==> src/rtl/frame_sequencer.sv <==
// -----------------------------------------------------------------------------
// frame_sequencer
//
// Top-level game control FSM. Once per video frame it waits for the frame tick
// from the datapath, then steps the datapath through movement generation,
// collision check, link action, enemy movement and the three draw passes
// (map, link, enemies). Each state is presented to the datapath as a one-hot
// strobe. A per-pass watchdog aborts a draw pass that never reports done.
//
// Ports:
//   clock              system clock
//   reset              synchronous, active-high reset
//   pause              hold the game in IDLE while high
//   idle_done          frame tick from the datapath
//   draw_map_done      map pass complete
//   draw_link_done     link pass complete
//   draw_enemies_done  enemy pass complete
//   init .. draw_enemies  one-hot state strobes (exactly one high per cycle)
//   frame_count        number of completed (non-aborted) frames, wraps
//   draw_timeout       sticky watchdog error flag, cleared only by reset
//   state_code         current state encoding for debug
// -----------------------------------------------------------------------------
module frame_sequencer #(
    parameter int          INIT_CYCLES    = 4,
    parameter int          COLLIDE_CYCLES = 2,
    parameter logic [19:0] DRAW_TIMEOUT   = 20'd400000
) (
    input  logic        clock,
    input  logic        reset,
    input  logic        pause,
    input  logic        idle_done,
    input  logic        draw_map_done,
    input  logic        draw_link_done,
    input  logic        draw_enemies_done,
    output logic        init,
    output logic        idle,
    output logic        gen_move,
    output logic        check_collide,
    output logic        apply_act_link,
    output logic        move_enemies,
    output logic        draw_map,
    output logic        draw_link,
    output logic        draw_enemies,
    output logic [15:0] frame_count,
    output logic        draw_timeout,
    output logic [3:0]  state_code
);

    typedef enum logic [3:0] {
        ST_INIT          = 4'd0,
        ST_IDLE          = 4'd1,
        ST_GEN_MOVE      = 4'd2,
        ST_CHECK_COLLIDE = 4'd3,
        ST_APPLY_LINK    = 4'd4,
        ST_MOVE_ENEMIES  = 4'd5,
        ST_DRAW_MAP      = 4'd6,
        ST_DRAW_LINK     = 4'd7,
        ST_DRAW_ENEMIES  = 4'd8
    } state_t;

    // Last value of the shared cycle counter before leaving a timed state.
    localparam logic [19:0] INIT_LAST    = 20'(INIT_CYCLES - 1);
    localparam logic [19:0] COLLIDE_LAST = 20'(COLLIDE_CYCLES - 1);
    localparam logic [19:0] TIMEOUT_LAST = DRAW_TIMEOUT - 20'd1;

    // One-hot strobe pattern for a state; bit index equals the state code.
    // Anything unrecognised decodes to the init strobe, matching the
    // recovery path of an illegal state.
    function automatic logic [8:0] decode_strobes(input state_t s);
        logic [8:0] v;
        case (s)
            ST_INIT:          v = 9'b0_0000_0001;
            ST_IDLE:          v = 9'b0_0000_0010;
            ST_GEN_MOVE:      v = 9'b0_0000_0100;
            ST_CHECK_COLLIDE: v = 9'b0_0000_1000;
            ST_APPLY_LINK:    v = 9'b0_0001_0000;
            ST_MOVE_ENEMIES:  v = 9'b0_0010_0000;
            ST_DRAW_MAP:      v = 9'b0_0100_0000;
            ST_DRAW_LINK:     v = 9'b0_1000_0000;
            ST_DRAW_ENEMIES:  v = 9'b1_0000_0000;
            default:          v = 9'b0_0000_0001;
        endcase
        return v;
    endfunction

    state_t      state_r;
    state_t      next_state_s;
    logic [19:0] cnt_r;
    logic [19:0] cnt_next_s;
    logic [8:0]  strobe_r;
    logic [15:0] frame_count_r;
    logic        draw_timeout_r;
    logic        frame_inc_s;
    logic        abort_s;
    logic        done_sel_s;
    logic        done_ok_s;
    logic        timeout_hit_s;

    // Matching done for the current draw pass; only meaningful in draw states.
    always_comb begin
        done_sel_s = 1'b0;
        case (state_r)
            ST_DRAW_MAP:     done_sel_s = draw_map_done;
            ST_DRAW_LINK:    done_sel_s = draw_link_done;
            ST_DRAW_ENEMIES: done_sel_s = draw_enemies_done;
            default:         done_sel_s = 1'b0;
        endcase
    end

    // A done in the first cycle of a draw state may be stale from the previous
    // frame, so it only qualifies once the counter has moved past zero.
    assign done_ok_s     = done_sel_s && (cnt_r != 20'd0);
    assign timeout_hit_s = (cnt_r >= TIMEOUT_LAST);

    // Next-state logic plus frame-complete and abort events.
    always_comb begin
        next_state_s = state_r;
        frame_inc_s  = 1'b0;
        abort_s      = 1'b0;
        case (state_r)
            ST_INIT: begin
                if (cnt_r >= INIT_LAST) begin
                    next_state_s = ST_IDLE;
                end else begin
                    next_state_s = ST_INIT;
                end
            end
            ST_IDLE: begin
                // A tick while paused is dropped, not queued.
                if (idle_done && !pause) begin
                    next_state_s = ST_GEN_MOVE;
                end else begin
                    next_state_s = ST_IDLE;
                end
            end
            ST_GEN_MOVE: begin
                next_state_s = ST_CHECK_COLLIDE;
            end
            ST_CHECK_COLLIDE: begin
                if (cnt_r >= COLLIDE_LAST) begin
                    next_state_s = ST_APPLY_LINK;
                end else begin
                    next_state_s = ST_CHECK_COLLIDE;
                end
            end
            ST_APPLY_LINK: begin
                next_state_s = ST_MOVE_ENEMIES;
            end
            ST_MOVE_ENEMIES: begin
                next_state_s = ST_DRAW_MAP;
            end
            ST_DRAW_MAP, ST_DRAW_LINK, ST_DRAW_ENEMIES: begin
                // Done takes priority over the watchdog when both land together.
                if (done_ok_s) begin
                    if (state_r == ST_DRAW_MAP) begin
                        next_state_s = ST_DRAW_LINK;
                    end else if (state_r == ST_DRAW_LINK) begin
                        next_state_s = ST_DRAW_ENEMIES;
                    end else begin
                        next_state_s = ST_IDLE;
                        frame_inc_s  = 1'b1;
                    end
                end else if (timeout_hit_s) begin
                    next_state_s = ST_IDLE;
                    abort_s      = 1'b1;
                end else begin
                    next_state_s = state_r;
                end
            end
            default: begin
                next_state_s = ST_INIT;
            end
        endcase
    end

    // Shared residency counter: restarts on every state change.
    always_comb begin
        cnt_next_s = 20'd0;
        if (next_state_s != state_r) begin
            cnt_next_s = 20'd0;
        end else begin
            cnt_next_s = cnt_r + 20'd1;
        end
    end

    // State, counter and strobe registers; strobes are pre-decoded from the
    // next state so they stay aligned with state_r while coming from flops.
    always_ff @(posedge clock) begin
        if (reset) begin
            state_r  <= ST_INIT;
            cnt_r    <= 20'd0;
            strobe_r <= decode_strobes(ST_INIT);
        end else begin
            state_r  <= next_state_s;
            cnt_r    <= cnt_next_s;
            strobe_r <= decode_strobes(next_state_s);
        end
    end

    // Completed-frame counter and sticky watchdog flag.
    always_ff @(posedge clock) begin
        if (reset) begin
            frame_count_r  <= 16'd0;
            draw_timeout_r <= 1'b0;
        end else begin
            if (frame_inc_s) begin
                frame_count_r <= frame_count_r + 16'd1;
            end else begin
                frame_count_r <= frame_count_r;
            end
            if (abort_s) begin
                draw_timeout_r <= 1'b1;
            end else begin
                draw_timeout_r <= draw_timeout_r;
            end
        end
    end

    assign init           = strobe_r[0];
    assign idle           = strobe_r[1];
    assign gen_move       = strobe_r[2];
    assign check_collide  = strobe_r[3];
    assign apply_act_link = strobe_r[4];
    assign move_enemies   = strobe_r[5];
    assign draw_map       = strobe_r[6];
    assign draw_link      = strobe_r[7];
    assign draw_enemies   = strobe_r[8];
    assign frame_count    = frame_count_r;
    assign draw_timeout   = draw_timeout_r;
    assign state_code     = state_r;

endmodule
==> config.mk <==
export PLATFORM = sky130hd
export DESIGN_NAME = frame_sequencer
export DESIGN_NICKNAME = d
export VERILOG_FILES = /design/src/rtl/frame_sequencer.sv
export SDC_FILE = /design/constraint.sdc
export NUM_CORES = 1
export LEC_CHECK = 0
export CELL_PAD_IN_SITES_DETAIL_PLACEMENT = 1
export CELL_PAD_IN_SITES_GLOBAL_PLACEMENT = 1
export CORE_MARGIN = 10
export CORE_UTILIZATION = 45
export DETAILED_ROUTE_END_ITERATION = 6
export PLACE_DENSITY = 0.9
export SYNTH_ARGS = -nofsm -noshare
export SYNTH_HDL_FRONTEND = slang
export SYNTH_SLANG_ARGS = --single-unit
==> constraint.sdc <==
create_clock -name clock -period 6.8 [get_ports clock]
set_input_delay 1.36 -clock clock [delete_from_list [all_inputs] [get_ports clock]]
set_output_delay 1.36 -clock clock [all_outputs]
set_load 0.02 [all_outputs]
==> impl_metrics.yaml <==
outcome:
  status: "complete, no violations"
clock_network:
  cts_num_sinks: 50
  ctsRootBufferMaster: "clkbuf_8"
  clock_latency_ns: 0.31
  cts_tree: "done"
  cts_inserted_buffers: 5
  holdBufCountCts: 0
  cts.path.max_buffers: 2
  htree_levels: 2
  post_cts_buffers: 0
  postCtsResizedCells: 0
  clk_pin_slew_ns: 0.09
power:
  leakagePower_nw: 1.05
  power_density_nw_per_um2: 253
  ir_drop_mv: 0.231
placed_design:
  gp_congestion: 0.852
  hpwl_um: 5500
  io_buffers: 36
  place_area_um2: 3160
layout:
  area_growth_pct: 17.9
  diodes: 0
  finalInstanceArea_um2: 3280
  drive_above_1_share_pct: 15.5
  fin_nets: 339
yosys:
  avgSynthCellArea_um2: 9.45
  netlist_area_um2: 2780
  synth-edff-count: 0
  syn_inst: 294
  synthArstFlopShare_pct: 0
  synth.distinct_cells: 58
  yosysSeqAreaShare_pct: 36.0
  synth-seq-cells: 50
  synthesis.nets: 306
  ys.warnings.count: 0
  ys.flop_type: "dfxtp_1"
drt:
  drt_iter0_drc: 141
  via_per_inst: 5.84
  drtPass1Iterations: 4
  wl_met2_um: 3680
  route.detailed.drc: 0
  dr_wl_met3_um: 219
  vias: 2352
  topRoutingLayerUsed: "met4"
  detail-route-antenna-nets: 0
  wl_met1_um: 3360
  drt_wl_total_um: 7330
  routedWlPerCell_um: 18.2
hold_path:
  min_path_cells: 2
  min_from: "frame_count[1]"
  hold_class: "flip-flop to flip-flop"
die:
  dieWidth_um: 98.6
  core_area_um2: 5960
  rows: 28
  die_area_um2: 9720
  die_h_um: 98.6
  io_pins: 37
  initial_core_util_pct: 46.6
global_route:
  grt_pass1_wl_um: 12200
  grt_max_degree: 35
  antenna_found_initial: 0
  grt_usage_pct: 14.8
  overflow: 0
  grt_pass1_vias: 2400
timing:
  maxSlewViolCount: 0
  post-route-period-util_pct: 48.4
  fin_worst_skew_ns: 0.00833
  max-slew-margin-rel_pct: 63.3
  setup_tns_ns: 0
  max_freq_ghz: 0.304
  hold_violations: 0
  finalSetupViolations: 0
  worst_pin_slew_ns: 0.545
  fin_crit_ns: 3.29
  rsz0062_at_grt: "no"
setup_path:
  crit_path_start_kind: "primary input"
  crit_type: "primary input to flip-flop"
  cp_max_fo: 20
  cp.arrival_ns: 3.51
  cp-startpoint: "draw_link_done"
  end_kind: "flip-flop"
  r2r_start: "cnt_r[13]"
  reg2regPathDepth: 7
  required_ns: 7.02
flow_run:
  maxCapViolCount: 0
-- final cells by class --
type | instances | area (µm²)
Multi-Input combinational cell | 224 | 1650
Fill cell | 700 | 2680
Clock inverter | 3 | 45.0
Sequential cell | 50 | 1000
Tap cell | 75 | 93.8
Timing Repair Buffer | 40 | 390
Clock buffer | 5 | 68.8
Inverter | 6 | 22.5
-- worst max-delay path, stage by stage --
cell             delay, ns
clkdlybuf4s50_1       0.46
mux2i_1               0.11
o2bb2ai_1             0.40
o21ai_4               0.14
mux2i_1               0.44
a21oi_2               0.10
buf_4                 0.24
nor4_2                0.23
-- Yosys cell counts (all sizes together), types with 2 or more instances --
cell type   n  area share (%)
mux2i       2            0.72
o21a        2            0.54
buf         8             2.8
xnor2      13             4.1
o211ai      2            0.90
inv         6            0.81
a311oi      2            0.63
nor2       29             3.9
nand4       8             1.8
or4         3             1.1
nor3        9             1.6
o21ai       6             1.6
nor4b       6             3.2
or3         3            0.68
mux2        3             1.2
nor2b       5             1.1
a32oi       2            0.90
nand3      14             2.5
and2        3            0.68
a211oi      2            0.54
nand4b      2            0.63
dfxtp      50              36
a21oi       8             1.7
a2bb2oi     2            0.63
xor2       15             4.7
and3        7             1.6
a31oi       2            0.45
ha          5             2.3
nor4       28              11
clkbuf      6            0.81
o311a       2            0.72
nor3b       2            0.54
nand2      20             2.7
-- logic make-up after synthesis --
| family | after synthesis | synth area share (%) |
|---|---|---|
| xor+xnor | 28 | 8.83 |
| buf+inv | 20 | 4.41 |
| compound gates | 40 | 11.7 |
| flops | 50 | 36.0 |
| mux | 5 | 1.94 |
| fa+ha+maj | 5 | 2.25 |
| simple gates | 146 | 34.9 |
-- sequential cells by signal (all words and copies together) (netlist names) --
register,count
state_code,4
draw_timeout,1
cnt_r,20
frame_count,16
strobe_r,9
-- report_power, final --
group	leakage [nW]	switching, mW	total (mW)	internal (mW)
Sequential	0.404	0.0271	0.336	0.309
Clock	0.0504	0.102	0.211	0.109
Combinational	0.596	0.182	0.282	0.100
Total	1.05	0.311	0.829	0.519
-- per-stage QoR --
stage / power, mW / instances / utilization (%) / setup slack [ns] / hold WS [ns]
finish: 0.829 / 403 / 55.0 / 3.51 / 0.522
CTS: 0.836 / 403 / 55.0 / 3.52 / 0.523
detailed placement: 0.625 / 395 / 53.1 / 3.19 / 0.510
global placement: 0.613 / 395 / 53.1 / 3.31 / 0.483
global route: 0.877 / 403 / 55.0 / 3.34 / 0.566
floorplan: 0.566 / 294 / - / 4.05 / 0.526
-- final timing paths --
path,to,slack (ns)
worst max-delay path,cnt_r[12],3.51
worst min-delay path,frame_count[1],0.52
worst max register to register,cnt_r[12],3.91
worst min register to register,frame_count[1],0.52
-- layer usage --
layer,global-route usage [%],vias up
li1,-,1151
met1,18.4,1162
met2,25.6,34
met3,2.44,5
met4,4.30,0
met5,0,-
-- cell usage in the layout, fill, tap and decap left out, types with 9 or more instances in the layout --
| cell | count |
|---|---|
| clkdlybuf4s50_1 | 36 |
| dfxtp_1 | 50 |
| nand2_1 | 20 |
| nand3_1 | 14 |
| nor2_1 | 29 |
| nor3_1 | 9 |
| nor4_1 | 9 |
| nor4_2 | 19 |
| xnor2_1 | 13 |
| xor2_1 | 15 |
Power figures use the tool's default switching activity.
